File: src/rtl/reg40_wr_arbiter_pkg.sv
// Shared definitions for the 40-word register-file write arbiter:
// geometry constants and the address range check.
package reg40_wr_arbiter_pkg;

  localparam int NUM_WORDS = 40;
  localparam int ADDR_W    = 6;
  localparam int NUM_REQ   = 4;
  localparam int REQ_IDX_W = 2;

  typedef logic [ADDR_W-1:0]    waddr_t;
  typedef logic [REQ_IDX_W-1:0] req_idx_t;

  function automatic logic addr_in_range(input waddr_t a);
    return (a < ADDR_W'(NUM_WORDS));
  endfunction

endpackage

File: src/rtl/reg40_wr_rr_pick.sv
// Rotating two-grant picker: scans valid buffers from rr_ptr upward and picks
// the first for port 0 and the next one with a different address for port 1.
module reg40_wr_rr_pick
  import reg40_wr_arbiter_pkg::*;
(
  input  logic [NUM_REQ-1:0]             valid,
  input  logic [NUM_REQ-1:0][ADDR_W-1:0] addrs,
  input  req_idx_t                       rr_ptr,
  output req_idx_t                       grant0_idx,
  output logic                           grant0_vld,
  output req_idx_t                       grant1_idx,
  output logic                           grant1_vld
);

  // Same-address entries behind the port-0 winner are passed over, not granted.
  always_comb begin
    req_idx_t idx;
    logic     is_first;
    logic     is_second;
    grant0_idx = '0;
    grant0_vld = 1'b0;
    grant1_idx = '0;
    grant1_vld = 1'b0;
    idx        = '0;
    is_first   = 1'b0;
    is_second  = 1'b0;
    for (int k = 0; k < NUM_REQ; k++) begin
      idx       = req_idx_t'(rr_ptr + REQ_IDX_W'(k));
      is_first  = valid[idx] & ~grant0_vld;
      is_second = valid[idx] & grant0_vld & ~grant1_vld &
                  (addrs[idx] != addrs[grant0_idx]);
      if (is_first) begin
        grant0_vld = 1'b1;
        grant0_idx = idx;
      end else if (is_second) begin
        grant1_vld = 1'b1;
        grant1_idx = idx;
      end else begin
        grant1_vld = grant1_vld;
      end
    end
  end

endmodule

File: src/rtl/reg40_wr_arbiter.sv
// Four-requester write arbiter onto a 2-port, 40-word register file.
// Optional macro REG40_WR_COLL_CNT_EN adds the saturating coll_cnt output.
module reg40_wr_arbiter
  import reg40_wr_arbiter_pkg::*;
#(
  parameter int WIDTH = 64
) (
  input  logic                       clk,
  input  logic                       rst,
  input  logic [NUM_REQ-1:0]         req_valid,
  input  logic [NUM_REQ*ADDR_W-1:0]  req_addr,
  input  logic [NUM_REQ*WIDTH-1:0]   req_data,
  output logic [NUM_REQ-1:0]         req_ready,
  output logic                       wr0_en,
  output logic [ADDR_W-1:0]          wr0_addr,
  output logic [WIDTH-1:0]           wr0_data,
  output logic                       wr1_en,
  output logic [ADDR_W-1:0]          wr1_addr,
  output logic [WIDTH-1:0]           wr1_data,
  output logic                       err_addr,
  output logic                       busy
`ifdef REG40_WR_COLL_CNT_EN
  ,
  output logic [15:0]                coll_cnt
`endif
);

  logic [NUM_REQ-1:0]             buf_valid_q, buf_valid_d;
  logic [NUM_REQ-1:0][ADDR_W-1:0] buf_addr_q, buf_addr_d;
  logic [NUM_REQ-1:0][WIDTH-1:0]  buf_data_q, buf_data_d;
  req_idx_t                       rr_ptr_q, rr_ptr_d;
  logic                           wr0_en_q, wr0_en_d, wr1_en_q, wr1_en_d;
  logic [ADDR_W-1:0]              wr0_addr_q, wr0_addr_d, wr1_addr_q, wr1_addr_d;
  logic [WIDTH-1:0]               wr0_data_q, wr0_data_d, wr1_data_q, wr1_data_d;
  logic                           err_addr_q, err_addr_d;

  req_idx_t           g0_idx, g1_idx;
  logic               g0_vld, g1_vld, g0_ok, g1_ok;
  logic [NUM_REQ-1:0] drain, load;

  reg40_wr_rr_pick u_pick (
    .valid      (buf_valid_q),
    .addrs      (buf_addr_q),
    .rr_ptr     (rr_ptr_q),
    .grant0_idx (g0_idx),
    .grant0_vld (g0_vld),
    .grant1_idx (g1_idx),
    .grant1_vld (g1_vld)
  );

  assign req_ready = ~buf_valid_q | drain;

  // Buffer refill, write-port staging, pointer rotation and error capture.
  // An out-of-range grant still empties its buffer but never drives a write.
  always_comb begin
    for (int i = 0; i < NUM_REQ; i++) begin
      drain[i] = (g0_vld & (g0_idx == REQ_IDX_W'(i))) |
                 (g1_vld & (g1_idx == REQ_IDX_W'(i)));
    end
    load = req_valid & (~buf_valid_q | drain);
    for (int i = 0; i < NUM_REQ; i++) begin
      buf_valid_d[i] = load[i] | (buf_valid_q[i] & ~drain[i]);
      buf_addr_d[i]  = load[i] ? req_addr[i*ADDR_W +: ADDR_W] : buf_addr_q[i];
      buf_data_d[i]  = load[i] ? req_data[i*WIDTH +: WIDTH] : buf_data_q[i];
    end
    g0_ok      = g0_vld & addr_in_range(buf_addr_q[g0_idx]);
    g1_ok      = g1_vld & addr_in_range(buf_addr_q[g1_idx]);
    wr0_en_d   = g0_ok;
    wr0_addr_d = g0_ok ? buf_addr_q[g0_idx] : {ADDR_W{1'b0}};
    wr0_data_d = g0_ok ? buf_data_q[g0_idx] : {WIDTH{1'b0}};
    wr1_en_d   = g1_ok;
    wr1_addr_d = g1_ok ? buf_addr_q[g1_idx] : {ADDR_W{1'b0}};
    wr1_data_d = g1_ok ? buf_data_q[g1_idx] : {WIDTH{1'b0}};
    rr_ptr_d   = g1_vld ? req_idx_t'(g1_idx + 2'd1) :
                 g0_vld ? req_idx_t'(g0_idx + 2'd1) : rr_ptr_q;
    err_addr_d = err_addr_q | (g0_vld & ~g0_ok) | (g1_vld & ~g1_ok);
  end

  always_ff @(posedge clk) begin
    if (rst) begin
      buf_valid_q <= '0;
      buf_addr_q  <= '0;
      buf_data_q  <= '0;
      rr_ptr_q    <= '0;
      wr0_en_q    <= 1'b0;
      wr0_addr_q  <= '0;
      wr0_data_q  <= '0;
      wr1_en_q    <= 1'b0;
      wr1_addr_q  <= '0;
      wr1_data_q  <= '0;
      err_addr_q  <= 1'b0;
    end else begin
      buf_valid_q <= buf_valid_d;
      buf_addr_q  <= buf_addr_d;
      buf_data_q  <= buf_data_d;
      rr_ptr_q    <= rr_ptr_d;
      wr0_en_q    <= wr0_en_d;
      wr0_addr_q  <= wr0_addr_d;
      wr0_data_q  <= wr0_data_d;
      wr1_en_q    <= wr1_en_d;
      wr1_addr_q  <= wr1_addr_d;
      wr1_data_q  <= wr1_data_d;
      err_addr_q  <= err_addr_d;
    end
  end

  assign wr0_en   = wr0_en_q;
  assign wr0_addr = wr0_addr_q;
  assign wr0_data = wr0_data_q;
  assign wr1_en   = wr1_en_q;
  assign wr1_addr = wr1_addr_q;
  assign wr1_data = wr1_data_q;
  assign err_addr = err_addr_q;
  assign busy     = (|buf_valid_q) | wr0_en_q | wr1_en_q;

`ifdef REG40_WR_COLL_CNT_EN
  logic        coll_s;
  logic [15:0] coll_cnt_q, coll_cnt_d;

  // Any other valid buffer sharing the port-0 address was skipped this cycle.
  always_comb begin
    coll_s = 1'b0;
    for (int i = 0; i < NUM_REQ; i++) begin
      coll_s = coll_s | (buf_valid_q[i] & g0_vld & (g0_idx != REQ_IDX_W'(i)) &
                         (buf_addr_q[i] == buf_addr_q[g0_idx]));
    end
    coll_cnt_d = (coll_s && (coll_cnt_q != 16'hFFFF)) ? coll_cnt_q + 16'd1 : coll_cnt_q;
  end

  always_ff @(posedge clk) begin
    if (rst) begin
      coll_cnt_q <= 16'd0;
    end else begin
      coll_cnt_q <= coll_cnt_d;
    end
  end

  assign coll_cnt = coll_cnt_q;
`endif

endmodule

File: config.mk
export PLATFORM = sky130hd
export DESIGN_NAME = reg40_wr_arbiter
export DESIGN_NICKNAME = d
export VERILOG_FILES = /design/src/rtl/reg40_wr_arbiter_pkg.sv /design/src/rtl/reg40_wr_rr_pick.sv /design/src/rtl/reg40_wr_arbiter.sv
export SDC_FILE = /design/constraint.sdc
export NUM_CORES = 1
export LEC_CHECK = 0
export BUFFER_PORTS_ARGS = -buffer_cell sky130_fd_sc_hd__buf_4
export CAP_MARGIN = 20
export CORE_ASPECT_RATIO = 0.75
export CORE_MARGIN = 2
export CORE_UTILIZATION = 30
export DETAILED_ROUTE_END_ITERATION = 8
export PLACE_DENSITY_LB_ADDON = 0.15
export SYNTH_ARGS = -nofsm -noshare
export SYNTH_HDL_FRONTEND = slang
export SYNTH_SLANG_ARGS = --single-unit
export TNS_END_PERCENT = 100
File: constraint.sdc
create_clock -name clk -period 4.03 [get_ports clk]
set_clock_uncertainty 0.2 [all_clocks]
set_input_delay 0.2015 -clock clk [delete_from_list [all_inputs] [get_ports clk]]
set_output_delay 0.2015 -clock clk [all_outputs]
set_load 0.02 [all_outputs]
## Yosys cells after proc, flatten, opt, wreduce, memory -nomap -nowiden

Index checks and enable logic that the tools add are counted.

| storage, ports and cells | value |
|---|---|
| input port bits | 286 |
| bits in registers | 429 |

| cells by class | value |
|---|---|
| bitwise operators | 53 |
| $lt $le $gt $ge | 11 |
| add/subtract/negate cells | 5 |
| reductions and logical operators | 6 |
| muxes and demuxes | 50 |
| equal/unequal tests | 9 |

Operator list:

| kind | number |
|---|---|
| $bmux W64 S2 | 2 |
| $mux W64 | 2 |
| $bmux W6 S2 | 8 |
| $mux W6 | 8 |
| $and A1 B1 Y1 | 27 |
| $lt A2 B3 Y1 const B | 9 |
| $mux W2 | 12 |
| $ne A6 B6 Y1 | 3 |
| $mux W1 | 14 |
| $lt A6 B6 Y1 const B | 2 |
| $or A1 B1 Y1 | 12 |
| $not A1 Y1 | 11 |
| $bmux W1 S2 | 4 |
| $eq A2 B2 Y1 const B | 4 |
| $add A2 B1 Y2 const B | 3 |
| $add A2 B2 Y2 const B | 2 |
| $and A4 B4 Y4 | 1 |
| $eq A2 B1 Y1 const B | 2 |
| $logic_not A2 Y1 | 2 |
| $not A4 Y4 | 1 |
| $or A4 B4 Y4 | 1 |
| $reduce_or A2 Y1 | 2 |
| $reduce_or A4 Y1 | 1 |
| $reduce_bool A2 Y1 | 1 |

## Logic depth before layout (Yosys ltp)

Gate-level depths: netlist of the first run.

| logic depth | value |
|---|---|
| depth in word-level cells | 26 |
| gate-level depth with buffers | 19 |

## Hierarchy

From an unflattened synthesis of the first run, not the netlist that was laid out.

| second synthesis, totals | value |
|---|---|
| cells, all modules | 1,677 |
| area, all modules | 19,454.9 µm² |

By module, submodules not included:

| module | sequential area each (µm²) | cells each | times used | area each (µm²) |
|---|---|---|---|---|
| reg40_wr_arbiter | 8,588.2 | 1,434 | 1 | 17,496.8 |
| reg40_wr_rr_pick | 0.0 | 243 | 1 | 1,958.1 |

## Worst setup path before layout of the first run

No wires, ideal clock.

| path | value |
|---|---|
| path type | register to register |
| start | register rr_ptr_q[0] |
| end | register buf_addr_q[18] (netlist name) |
| buffers on the path | 3 |
| cell stages (with the launch flop) | 16 |
| required time | 3,760 ps |
| arrival | 3,823 ps |
| library setup time | 70 ps |
| slack | -64 ps |
| path through | dfxtp_1 -> buf_4 -> nor2b_1 -> o21ai_1 -> a22oi_2 -> mux4_2 -> xor2_1 -> nand2_1 -> o21ai_4 -> nand2b_1 -> o21ai_0 -> and2_1 -> clkbuf_1 -> clkbuf_1 -> nand2_1 -> a21oi_1 |

| between the ends | value |
|---|---|
| cells in the longest elaborated chain, start to end | 24 |

Ends and longest elaborated chain:

| what | line | source |
|---|---|---|
| start: declaration | reg40_wr_arbiter.sv:31 | `req_idx_t rr_ptr_q, rr_ptr_d;` |
| start signal: assignment | reg40_wr_arbiter.sv:96 | `rr_ptr_q <= rr_ptr_d;` |
| $bmux W1 S2 | reg40_wr_rr_pick.sv:29 | `is_first = valid[idx] & ~grant0_vld;` |
| $mux W1 (implied by the code) | reg40_wr_rr_pick.sv:29 |  |
| $mux W2 | reg40_wr_rr_pick.sv:32 | `if (is_first) begin` |
| $bmux W6 S2 | reg40_wr_rr_pick.sv:31 | `(addrs[idx] != addrs[grant0_idx]);` |
| $mux W6 (implied by the code) | reg40_wr_rr_pick.sv:31 |  |
| $ne A6 B6 Y1 | reg40_wr_rr_pick.sv:31 |  |
| $and A1 B1 Y1 | reg40_wr_rr_pick.sv:30 | `is_second = valid[idx] & grant0_vld & ~grant1_vld &` |
| $mux W1 | reg40_wr_rr_pick.sv:35 | `end else if (is_second) begin` |
| [9 not listed] | n/a |  |
| $mux W2 | reg40_wr_rr_pick.sv:35 |  |
| $mux W2 | reg40_wr_rr_pick.sv:32 |  |
| $eq A2 B2 Y1 | reg40_wr_arbiter.sv:58 | `(g1_vld & (g1_idx == REQ_IDX_W'(i)));` |
| $and A1 B1 Y1 | reg40_wr_arbiter.sv:58 |  |
| $or A1 B1 Y1 (*) | reg40_wr_arbiter.sv:57 | `drain[i] = (g0_vld & (g0_idx == REQ_IDX_W'(i))) \|` |
| $or A4 B4 Y4 (*) | n/a |  |
| named net req_ready[3] | reg40_wr_arbiter.sv:13 | `output logic [NUM_REQ-1:0] req_ready,` |
| $and A4 B4 Y4 (*) | reg40_wr_arbiter.sv:60 | `load = req_valid & (~buf_valid_q \| drain);` |
| end signal: assignment | reg40_wr_arbiter.sv:94 | `buf_addr_q <= buf_addr_d;` |
| end: declaration | reg40_wr_arbiter.sv:29 | `logic [NUM_REQ-1:0][ADDR_W-1:0] buf_addr_q, buf_addr_d;` |

The timed path passes the listed nets; every way through them passes the cells marked *. The select of a mux whose other input is x is not followed.
A chain may end at the register's enable or synchronous reset.

## Final worst setup path of the first run

| path | value |
|---|---|
| start | register rr_ptr_q[1] |
| end | output req_ready[2] |

| between the ends | value |
|---|---|
| cells in the longest elaborated chain, start to end | 23 |

Ends and longest elaborated chain:

| what | line | source |
|---|---|---|
| $bmux W1 S2 | reg40_wr_rr_pick.sv:29 |  |
| $mux W1 (implied by the code) | reg40_wr_rr_pick.sv:29 |  |
| $mux W2 | reg40_wr_rr_pick.sv:32 |  |
| $bmux W6 S2 | reg40_wr_rr_pick.sv:31 |  |
| $mux W6 (implied by the code) | reg40_wr_rr_pick.sv:31 |  |
| $ne A6 B6 Y1 | reg40_wr_rr_pick.sv:31 |  |
| $and A1 B1 Y1 | reg40_wr_rr_pick.sv:30 |  |
| $mux W1 | reg40_wr_rr_pick.sv:35 |  |
| [6 not listed] | n/a |  |
| $not A1 Y1 | reg40_wr_rr_pick.sv:30 |  |
| $and A1 B1 Y1 (2 in a row) | reg40_wr_rr_pick.sv:30 |  |
| $mux W2 | reg40_wr_rr_pick.sv:35 |  |
| $mux W2 | reg40_wr_rr_pick.sv:32 |  |
| $eq A2 B2 Y1 | reg40_wr_arbiter.sv:58 |  |
| $and A1 B1 Y1 | reg40_wr_arbiter.sv:58 |  |
| $or A1 B1 Y1 (*) | reg40_wr_arbiter.sv:57 |  |
| $or A4 B4 Y4 (*) | reg40_wr_arbiter.sv:51 | `assign req_ready = ~buf_valid_q \| drain;` |
| end: declaration | reg40_wr_arbiter.sv:13 |  |

Every way passes the cells marked *; elsewhere a longest branch is shown, timed or not. The select of a mux whose other input is x is not followed.

==> metrics.txt, run 1 <==
# TYPE chip_impl_metric gauge
chip_impl_info{name="run_status",value="finished, violations left"} 1
chip_impl_info{name="violations",value="setup timing"} 1
chip_impl_metric{name="detailed_route_drc_error_count",unit=""} 0
chip_impl_metric{name="slew-limit-headroom",unit="%"} 25.38
chip_impl_info{name="end_kind",value="output pin"} 1
chip_impl_metric{name="grt_antenna_before_repair",unit=""} 1
chip_impl_metric{name="h-tree-depth",unit=""} 2
chip_impl_metric{name="synthDistinctLibCells",unit=""} 72
chip_impl_metric{name="power.internal",unit="mW"} 12.10
chip_impl_metric{name="reported_net_switching_power",unit="mW"} 8.298
chip_impl_info{name="synth_ff_type",value="sky130_fd_sc_hd__dfxtp_1"} 1
chip_impl_metric{name="synthesis.nets",unit=""} 2641
chip_impl_info{name="worst-setup-path-type",value="reg -> out"} 1
chip_impl_metric{name="postRouteWirelength",unit="mm"} 93.42
chip_impl_metric{name="die_width",unit="µm"} 303.1
chip_impl_metric{name="fp-row-count",unit=""} 82
chip_impl_metric{name="worst-endpoint-arrival",unit="ps"} 3760
chip_impl_metric{name="die_h",unit="µm"} 228.3
chip_impl_metric{name="cts.clk_slew.worst_paths",unit="ps"} 60
chip_impl_metric{name="grt_util_all_layers",unit="%"} 24.00
chip_impl_metric{name="synth-seq-cells",unit=""} 429
chip_impl_metric{name="setup-tns-final",unit="ps"} -6176
chip_impl_metric{name="numCtsBuffers",unit=""} 48
chip_impl_metric{name="max_freq",unit="GHz"} 0.2404
chip_impl_metric{name="placement.setup.worst_slack",unit="ps"} -653.0
chip_impl_metric{name="wire_per_inst",unit="µm"} 22.68
chip_impl_metric{name="clk-insertion-delay-late",unit="ps"} 580
chip_impl_metric{name="power_frac_clock",unit="%"} 22.3
chip_impl_metric{name="via_count",unit=""} 21368
chip_impl_metric{name="final.setup.worst_slack",unit="ps"} -130.6
chip_impl_info{name="worstSetupStartpointType",value="flip-flop"} 1
chip_impl_metric{name="floorplan.core_area",unit="µm²"} 66590
chip_impl_metric{name="synth-warning-count",unit=""} 0
chip_impl_metric{name="first_iter_violations",unit=""} 1466
chip_impl_metric{name="final-max-slew-violation-count",unit=""} 0
chip_impl_metric{name="flow.area_growth_from_synthesis",unit="%"} 64.39
chip_impl_metric{name="combinationalPowerShare",unit="%"} 51.6
chip_impl_info{name="synth.cells.most_frequent",value="605 x sky130_fd_sc_hd__nand2_1, 429 x sky130_fd_sc_hd__dfxtp_1, 235 x sky130_fd_sc_hd__nor2_1, 221 x sky130_fd_sc_hd__mux2i_1, 175 x sky130_fd_sc_hd__a21oi_1"} 1
chip_impl_info{name="rsz_0062_raised_after_global_routing",value="yes"} 1
chip_impl_metric{name="clockBufferDepth",unit=""} 3
chip_impl_metric{name="avgSynthCellArea",unit="µm²"} 8.545
chip_impl_metric{name="grt_pass1_vias",unit=""} 20830
chip_impl_metric{name="global_route.overflow_total",unit=""} 0
chip_impl_metric{name="grt_start_max_net_pins",unit=""} 122
chip_impl_metric{name="worst_slew_pin_slew",unit="ps"} 1119
chip_impl_metric{name="reg2reg_slack",unit="ps"} -110
chip_impl_info{name="hold_path_class",value="in -> reg"} 1
chip_impl_info{name="tritoncts",value="yes"} 1
chip_impl_metric{name="synth_enable_flop_cells",unit=""} 0
chip_impl_metric{name="cellLeakagePower",unit="nW"} 13.53
chip_impl_metric{name="total_power",unit="mW"} 20.40
chip_impl_metric{name="report.final.setup_viol",unit=""} 149
chip_impl_info{name="synth_area_leader_cell",value="sky130_fd_sc_hd__dfxtp_1"} 1
chip_impl_metric{name="cp_data_required_time",unit="ps"} 3630
chip_impl_metric{name="place_congestion",unit=""} 0.9564
chip_impl_metric{name="ios",unit=""} 434
chip_impl_metric{name="ys_seq_area_share",unit="%"} 42.68
chip_impl_metric{name="postSynth.asyncResetShare",unit="%"} 0
chip_impl_metric{name="power-per-cell-area",unit="nW/µm²"} 616.7
chip_impl_metric{name="die_outline_area",unit="µm²"} 69190
chip_impl_metric{name="route.detailed.vias_per_inst",unit=""} 5.188
chip_impl_metric{name="design.final.nets",unit=""} 3487
chip_impl_metric{name="grt_pass1_wl",unit="mm"} 128.2
chip_impl_metric{name="dpl.hpwl",unit="mm"} 57.24
chip_impl_metric{name="postSynthCellCount",unit=""} 2355
chip_impl_metric{name="vdd.ir_drop.worst",unit="µV"} 380.8
chip_impl_metric{name="input_output_buffers",unit=""} 433
chip_impl_metric{name="netSwitchingFraction",unit="%"} 40.67
chip_impl_metric{name="final_min_period_over_clock_period",unit="%"} 103.2
chip_impl_metric{name="initial_utilization",unit="%"} 30.22
chip_impl_info{name="cts_root_buf",value="sky130_fd_sc_hd__clkbuf_16"} 1
chip_impl_metric{name="layout.filler_cells",unit=""} 6145
chip_impl_info{name="yosysMostFrequentCell",value="sky130_fd_sc_hd__nand2_1"} 1
chip_impl_metric{name="final_layout_size_suffix_gt1_share",unit="%"} 32.82
chip_impl_metric{name="power.sequential.fraction",unit="%"} 26.0
chip_impl_metric{name="final.min_clock_period",unit="ps"} 4161
chip_impl_metric{name="final-hold-violation-count",unit=""} 0
chip_impl_metric{name="detailedRoute.firstPassIterationCount",unit=""} 5
chip_impl_metric{name="cts.sinks",unit=""} 429
chip_impl_metric{name="max-cap-violations",unit=""} 0
chip_impl_metric{name="drt.antenna.violating_nets",unit=""} 0
chip_impl_metric{name="syn-cell-area",unit="µm²"} 20120
chip_impl_metric{name="yosys.area.top_type_share",unit="%"} 42.68
chip_impl_metric{name="worstPathMaxFanout",unit=""} 7
chip_impl_info{name="post_synth_main_area_contributors",value="sky130_fd_sc_hd__dfxtp_1 43%, sky130_fd_sc_hd__nand2_1 11%, sky130_fd_sc_hd__mux2i_1 11%, sky130_fd_sc_hd__nor2_1 4.4%, sky130_fd_sc_hd__a21oi_1 4.4%"} 1
-- metal layers --
metal | vias up | GRT usage (%) | part of all wire [%] | wire [µm]
li1 | 9893 | - | - | -
met5 | - | 0 | 0.014 | 13
met2 | 826 | 39.29 | 46 | 43010
met3 | 142 | 3.013 | 5.7 | 5348
met1 | 10505 | 33.07 | 45 | 42450
met4 | 2 | 6.635 | 2.8 | 2587
-- kinds of logic after synthesis --
logic type                 after synthesis  share of synthesized area (%)
muxes                                  310                          16.94
and+or+nand+nor                        968                          19.70
buffers and inverters                  225                          4.856
AOI/OAI and AO/OA                      406                          15.08
adders and majority gates                1                        0.04974
xor gates and xnor gates                16                         0.6963
DFF                                    429                          42.68
-- power by group through the flow --
stage	sequential, mW	clock [mW]	combinational [mW]
2_1_floorplan	5.57	0	3.98
3_3_place_gp	5.39	0	7.28
3_5_place_dp	5.39	0	7.33
4_1_cts	5.31	4.64	8.32
5_1_grt	5.36	4.80	11.0
6_report	5.31	4.56	10.5
-- timing repair --
| item | 4_1_cts | 5_1_grt |
|---|---|---|
| buffers inserted | 20 | 49 |
| gates cloned | 2 | 25 |
| pin swaps | 22 | 70 |
| endpoints found under the setup margin | 319 | 332 |
| hold buffers | 286 | 0 |
| gates resized for setup | 114 | 212 |
| endpoints found under the hold margin | 284 | 0 |
-- path summary, 6_finish.rpt --
kind,from,cells after the start,endpoint
worst max-delay path,rr_ptr_q[1]$_SDFFE_PP0P_,15,req_ready[2]
worst min-delay path,req_data[79],4,buf_data_q[79]$_SDFFE_PP0P_
worst max register to register,rr_ptr_q[1]$_SDFFE_PP0P_,17,wr1_addr[0]$_SDFF_PP0_
worst min register to register,buf_data_q[225]$_SDFFE_PP0P_,2,buf_data_q[225]$_SDFFE_PP0P_
-- worst max-delay path, cell delays in order, from the launching register on --
cell and delay [ps]:
sky130_fd_sc_hd__dfxtp_4 370, sky130_fd_sc_hd__buf_4 160, sky130_fd_sc_hd__buf_4 150, sky130_fd_sc_hd__nand3_1 70
sky130_fd_sc_hd__a21oi_1 100, sky130_fd_sc_hd__a311oi_2 310, sky130_fd_sc_hd__xnor2_1 180, sky130_fd_sc_hd__nand3b_1 130
sky130_fd_sc_hd__buf_4 160, sky130_fd_sc_hd__o41ai_4 360, sky130_fd_sc_hd__nand2_2 160, sky130_fd_sc_hd__buf_6 170
sky130_fd_sc_hd__or4_4 420, sky130_fd_sc_hd__o211ai_1 140, sky130_fd_sc_hd__buf_4 190, sky130_fd_sc_hd__buf_6 120
-- per-stage QoR --
stage	utilization, %	hold WS [ps]	instance area (µm²)	cells
after global placement	38.34	233.1	25530	3659
after global routing	49.68	191.0	33080	4118
after CTS	46.17	148.8	30740	4051
after floorplan	-	131.0	20120	2355
final	49.68	184.6	33080	4119
after detailed placement	38.34	239.2	25530	3659
-- final cells by class --
class	count	area, µm²	area share, %
antenna	1	2.502	0.007564
clock buffer	72	1411	4.266
clock inverter	13	193.9	0.5862
inverter	19	71.32	0.2156
multi-input combinational	1702	12220	36.92
sequential	429	8602	26.00
tap	882	1104	3.336
timing repair buffer	1001	9483	28.66
-- registers in the layout, indices dropped and copies added (netlist names) --
signal       count
rr_ptr_q         2
err_addr         1
wr0_en           1
wr1_addr         6
buf_addr_q      24
wr1_data        64
buf_data_q     256
wr0_addr         6
wr0_data        64
wr1_en           1
buf_valid_q      4
-- cells in the final DEF, fill, tap and decap left out, types with 4 or more instances in the layout --
master / synthesis / routed
sky130_fd_sc_hd__nand2_4: 0 / 5
sky130_fd_sc_hd__xnor2_2: 0 / 4
sky130_fd_sc_hd__inv_6: 0 / 4
sky130_fd_sc_hd__a21oi_1: 175 / 159
sky130_fd_sc_hd__buf_12: 0 / 47
sky130_fd_sc_hd__a2111oi_2: 6 / 4
sky130_fd_sc_hd__buf_6: 4 / 23
sky130_fd_sc_hd__buf_8: 0 / 9
sky130_fd_sc_hd__a21oi_2: 2 / 16
sky130_fd_sc_hd__xor2_1: 5 / 5
sky130_fd_sc_hd__mux2i_1: 221 / 219
sky130_fd_sc_hd__clkbuf_16: 0 / 68
sky130_fd_sc_hd__mux2_2: 70 / 69
sky130_fd_sc_hd__clkbuf_1: 139 / 12
sky130_fd_sc_hd__dfxtp_1: 429 / 424
sky130_fd_sc_hd__nor2_2: 1 / 4
sky130_fd_sc_hd__inv_1: 19 / 18
sky130_fd_sc_hd__clkbuf_8: 1 / 12
sky130_fd_sc_hd__a2111oi_4: 5 / 70
sky130_fd_sc_hd__nand2_1: 605 / 573
sky130_fd_sc_hd__o2111ai_4: 0 / 4
sky130_fd_sc_hd__and3_1: 76 / 76
sky130_fd_sc_hd__dlygate4sd3_1: 0 / 286
sky130_fd_sc_hd__xnor2_1: 11 / 7
sky130_fd_sc_hd__o21ai_1: 5 / 4
sky130_fd_sc_hd__nand2_2: 0 / 25
sky130_fd_sc_hd__a311oi_1: 68 / 67
sky130_fd_sc_hd__buf_4: 7 / 608
sky130_fd_sc_hd__o21a_1: 5 / 4
sky130_fd_sc_hd__nand2b_1: 10 / 8
sky130_fd_sc_hd__buf_16: 0 / 8
sky130_fd_sc_hd__nor2_1: 235 / 231
sky130_fd_sc_hd__o21ai_0: 23 / 21
sky130_fd_sc_hd__mux4_2: 17 / 17
sky130_fd_sc_hd__nand3_1: 13 / 13
sky130_fd_sc_hd__bufinv_16: 0 / 4
sky130_fd_sc_hd__o211ai_1: 5 / 5
Power figures use the tool's default switching activity.
==> run 2, diff against run 1 <==
==> constraint.sdc (replaced) <==
create_clock -name clk -period 4.4 [get_ports clk]
set_clock_uncertainty 0.2 [all_clocks]
set_input_delay 0.22 -clock clk [delete_from_list [all_inputs] [get_ports clk]]
set_output_delay 0.22 -clock clk [all_outputs]
set_load 0.02 [all_outputs]
==> metrics.txt, run 2 (same netlist as run 1, synthesis figures left out) <==
# TYPE chip_impl_metric gauge
chip_impl_info{name="whs_endpoint",value="buf_data_q[92]$_SDFFE_PP0P_"} 1
chip_impl_metric{name="postRouteWirelength",unit="mm"} 83.50
chip_impl_metric{name="total_power",unit="mW"} 16.12
chip_impl_metric{name="design.final.nets",unit=""} 3357
chip_impl_info{name="most-common-layout-cells",value="597 x sky130_fd_sc_hd__nand2_1, 539 x sky130_fd_sc_hd__buf_4, 424 x sky130_fd_sc_hd__dfxtp_1"} 1
chip_impl_info{name="worst_r2r_endpoint",value="wr1_data[53]$_SDFF_PP0_"} 1
chip_impl_metric{name="die_width",unit="µm"} 303.1
chip_impl_info{name="cts_root_buf",value="sky130_fd_sc_hd__clkbuf_16"} 1
chip_impl_metric{name="power.internal",unit="mW"} 9.808
chip_impl_metric{name="numCtsBuffers",unit=""} 47
chip_impl_metric{name="dpl.hpwl",unit="mm"} 56.29
chip_impl_metric{name="final_min_period_over_clock_period",unit="%"} 97.35
chip_impl_metric{name="detailedRoute.firstPassIterationCount",unit=""} 5
chip_impl_metric{name="final.min_clock_period",unit="ps"} 4283
chip_impl_metric{name="global_route.overflow_total",unit=""} 0
chip_impl_metric{name="power.sequential.fraction",unit="%"} 30.3
chip_impl_metric{name="worstPathMaxFanout",unit=""} 7
chip_impl_metric{name="layout.filler_cells",unit=""} 6464
chip_impl_metric{name="reported_net_switching_power",unit="mW"} 6.308
chip_impl_metric{name="report.final.setup_viol",unit=""} 0
chip_impl_metric{name="final-max-slew-violation-count",unit=""} 0
chip_impl_metric{name="grt_pass1_wl",unit="mm"} 124.7
chip_impl_metric{name="initial_utilization",unit="%"} 30.22
chip_impl_metric{name="first_iter_violations",unit=""} 1179
chip_impl_metric{name="worst-endpoint-arrival",unit="ps"} 3860
chip_impl_metric{name="place_congestion",unit=""} 0.8771
chip_impl_metric{name="max-cap-violations",unit=""} 0
chip_impl_metric{name="wire_per_inst",unit="µm"} 20.89
chip_impl_metric{name="via_count",unit=""} 20265
chip_impl_info{name="worst-setup-path-type",value="reg -> out"} 1
chip_impl_metric{name="final_layout_size_suffix_gt1_share",unit="%"} 26.83
chip_impl_metric{name="grt_antenna_before_repair",unit=""} 10
chip_impl_metric{name="clockBufferDepth",unit=""} 3
chip_impl_info{name="worstSetupStartpointType",value="flip-flop"} 1
chip_impl_metric{name="h-tree-depth",unit=""} 2
chip_impl_metric{name="clk-insertion-delay-late",unit="ps"} 580
chip_impl_metric{name="cts.sinks",unit=""} 429
chip_impl_metric{name="cellLeakagePower",unit="nW"} 12.46
chip_impl_metric{name="max_freq",unit="GHz"} 0.2335
chip_impl_info{name="registers.top_by_ff_count",value="buf_data_q"} 1
chip_impl_metric{name="floorplan.core_area",unit="µm²"} 66590
chip_impl_metric{name="ios",unit=""} 434
chip_impl_info{name="tritoncts",value="yes"} 1
chip_impl_metric{name="slew-limit-headroom",unit="%"} 28.98
chip_impl_metric{name="die_outline_area",unit="µm²"} 69190
chip_impl_metric{name="route.detailed.vias_per_inst",unit=""} 5.069
chip_impl_info{name="layout_commonest_cell",value="sky130_fd_sc_hd__nand2_1"} 1
chip_impl_metric{name="worst_r2r_path_depth",unit=""} 18
chip_impl_metric{name="final-hold-violation-count",unit=""} 0
chip_impl_metric{name="cts.clk_slew.worst_paths",unit="ps"} 70
chip_impl_metric{name="number_of_flip_flops_under_the_largest_register_name",unit=""} 256
chip_impl_metric{name="vdd.ir_drop.worst",unit="µV"} 339.3
chip_impl_info{name="worst_r2r_startpoint",value="buf_valid_q[2]$_SDFF_PP0_"} 1
chip_impl_metric{name="die_h",unit="µm"} 228.3
chip_impl_metric{name="netSwitchingFraction",unit="%"} 39.14
chip_impl_metric{name="grt_pass1_vias",unit=""} 20240
chip_impl_metric{name="grt_start_max_net_pins",unit=""} 86
chip_impl_metric{name="worst_slew_pin_slew",unit="ps"} 1065
chip_impl_metric{name="power-per-cell-area",unit="nW/µm²"} 537.2
chip_impl_metric{name="grt_util_all_layers",unit="%"} 23.40
chip_impl_metric{name="cp_data_required_time",unit="ps"} 3980
chip_impl_metric{name="hold-path-cell-count",unit=""} 4
chip_impl_info{name="end_kind",value="output pin"} 1
chip_impl_metric{name="flow.area_growth_from_synthesis",unit="%"} 49.07
chip_impl_metric{name="fp-row-count",unit=""} 82
chip_impl_metric{name="reg2reg_slack",unit="ps"} 140
chip_impl_metric{name="combinationalPowerShare",unit="%"} 44.8
chip_impl_metric{name="detailed_route_drc_error_count",unit=""} 0
chip_impl_metric{name="drt.antenna.violating_nets",unit=""} 0
chip_impl_info{name="rsz_0062_raised_after_global_routing",value="yes"} 1
chip_impl_info{name="hold_path_class",value="in -> reg"} 1
chip_impl_info{name="run_status",value="finished clean"} 1
chip_impl_metric{name="setup-tns-final",unit="ps"} 0
chip_impl_metric{name="power_frac_clock",unit="%"} 24.9
chip_impl_metric{name="input_output_buffers",unit=""} 433
chip_impl_info{name="holdCritStartpoint",value="req_data[92]"} 1
## run 2: cell types whose count changed in the layout (fill, tap and decap cells not counted), sizes merged
cell         previous run  this run
clkinvlp                1         4
diode                   1         8
bufinv                  4         3
inv                    23        24
clkbuf                 92        64
nand2                 606       605
dlygate4sd3           286       285
clkinv                  4        10
buf                   695       588
## run 2: cell type report
cell class / count / area (µm²) / share of cell area, %
Multi-Input combinational cell: 1701 / 10920 / 36.39
Sequential cell: 429 / 8602 / 28.67
Timing Repair Buffer: 873 / 7752 / 25.84
Clock buffer: 64 / 1310 / 4.367
Tap cell: 882 / 1104 / 3.679
Clock inverter: 22 / 225.2 / 0.7507
Inverter: 19 / 71.32 / 0.2377
Antenna cell: 8 / 20.02 / 0.06673
## run 2: power groups by stage
stage / Clock [mW] / Sequential (mW) / Combinational (mW)
after global routing: 4.27 / 4.93 / 7.73
after CTS: 4.12 / 4.88 / 6.96
after floorplan: 0 / 5.10 / 3.65
after global placement: 0 / 4.96 / 6.58
final: 4.01 / 4.88 / 7.23
after detailed placement: 0 / 4.96 / 6.64
## run 2: routing by layer
metal,track usage [%],routed length (µm),part of all wire [%]
met1,32.36,37860,45
met2,36.32,37040,44
met3,4.372,5788,6.9
met4,8.143,2758,3.3
met5,0,62,0.074
## run 2: how the worst max path moves through the flow
stage	from	endpoint	slack, ps	depth (start not counted)
floorplan	rr_ptr_q[0]$_SDFFE_PP0P_	buf_addr_q[18]$_SDFFE_PP0P_	310	15
global placement	rr_ptr_q[0]$_SDFFE_PP0P_	wr1_addr[5]$_SDFF_PP0_	-210	16
detailed placement	rr_ptr_q[0]$_SDFFE_PP0P_	wr1_data[51]$_SDFF_PP0_	-270	16
CTS	buf_valid_q[2]$_SDFF_PP0_	req_ready[2]	6	14
global route	buf_valid_q[0]$_SDFF_PP0_	wr1_data[47]$_SDFF_PP0_	-20	17
finish	buf_valid_q[2]$_SDFF_PP0_	req_ready[2]	120	13
## run 2: repair_timing
action                                  4_1_cts  5_1_grt
hold buffers                                285        0
endpoints found under the setup margin       72       81
gates resized for setup                      23       60
endpoints found under the hold margin       284        0
setup buffers                                 8       16
pin swaps                                     3       23
## run 2: critical path, cell delays in order, from the launching register on
cell and delay, ps:
sky130_fd_sc_hd__dfxtp_4 370, sky130_fd_sc_hd__buf_6 130, sky130_fd_sc_hd__mux2_4 320, sky130_fd_sc_hd__mux2_4 320, sky130_fd_sc_hd__a31oi_4 200, sky130_fd_sc_hd__xnor2_2 140, sky130_fd_sc_hd__nand2_2 100, sky130_fd_sc_hd__o41ai_4 440
sky130_fd_sc_hd__nand2_1 160, sky130_fd_sc_hd__buf_6 160, sky130_fd_sc_hd__or4_4 470, sky130_fd_sc_hd__o211ai_1 160, sky130_fd_sc_hd__buf_4 190, sky130_fd_sc_hd__buf_6 110
## run 2: per-stage QoR
stage	setup WS (ps)	cell area, µm²	std cells	hold slack, ps	util [%]
final	116.7	30000	3998	216.9	45.05
after global placement	-210.8	25070	3596	249.1	37.65
after global routing	-22.67	29990	3993	194.0	45.04
after floorplan	306.2	20120	2355	149.5	-
after detailed placement	-270.7	25070	3596	257.0	37.65
after CTS	6.482	29600	3975	167.1	44.45
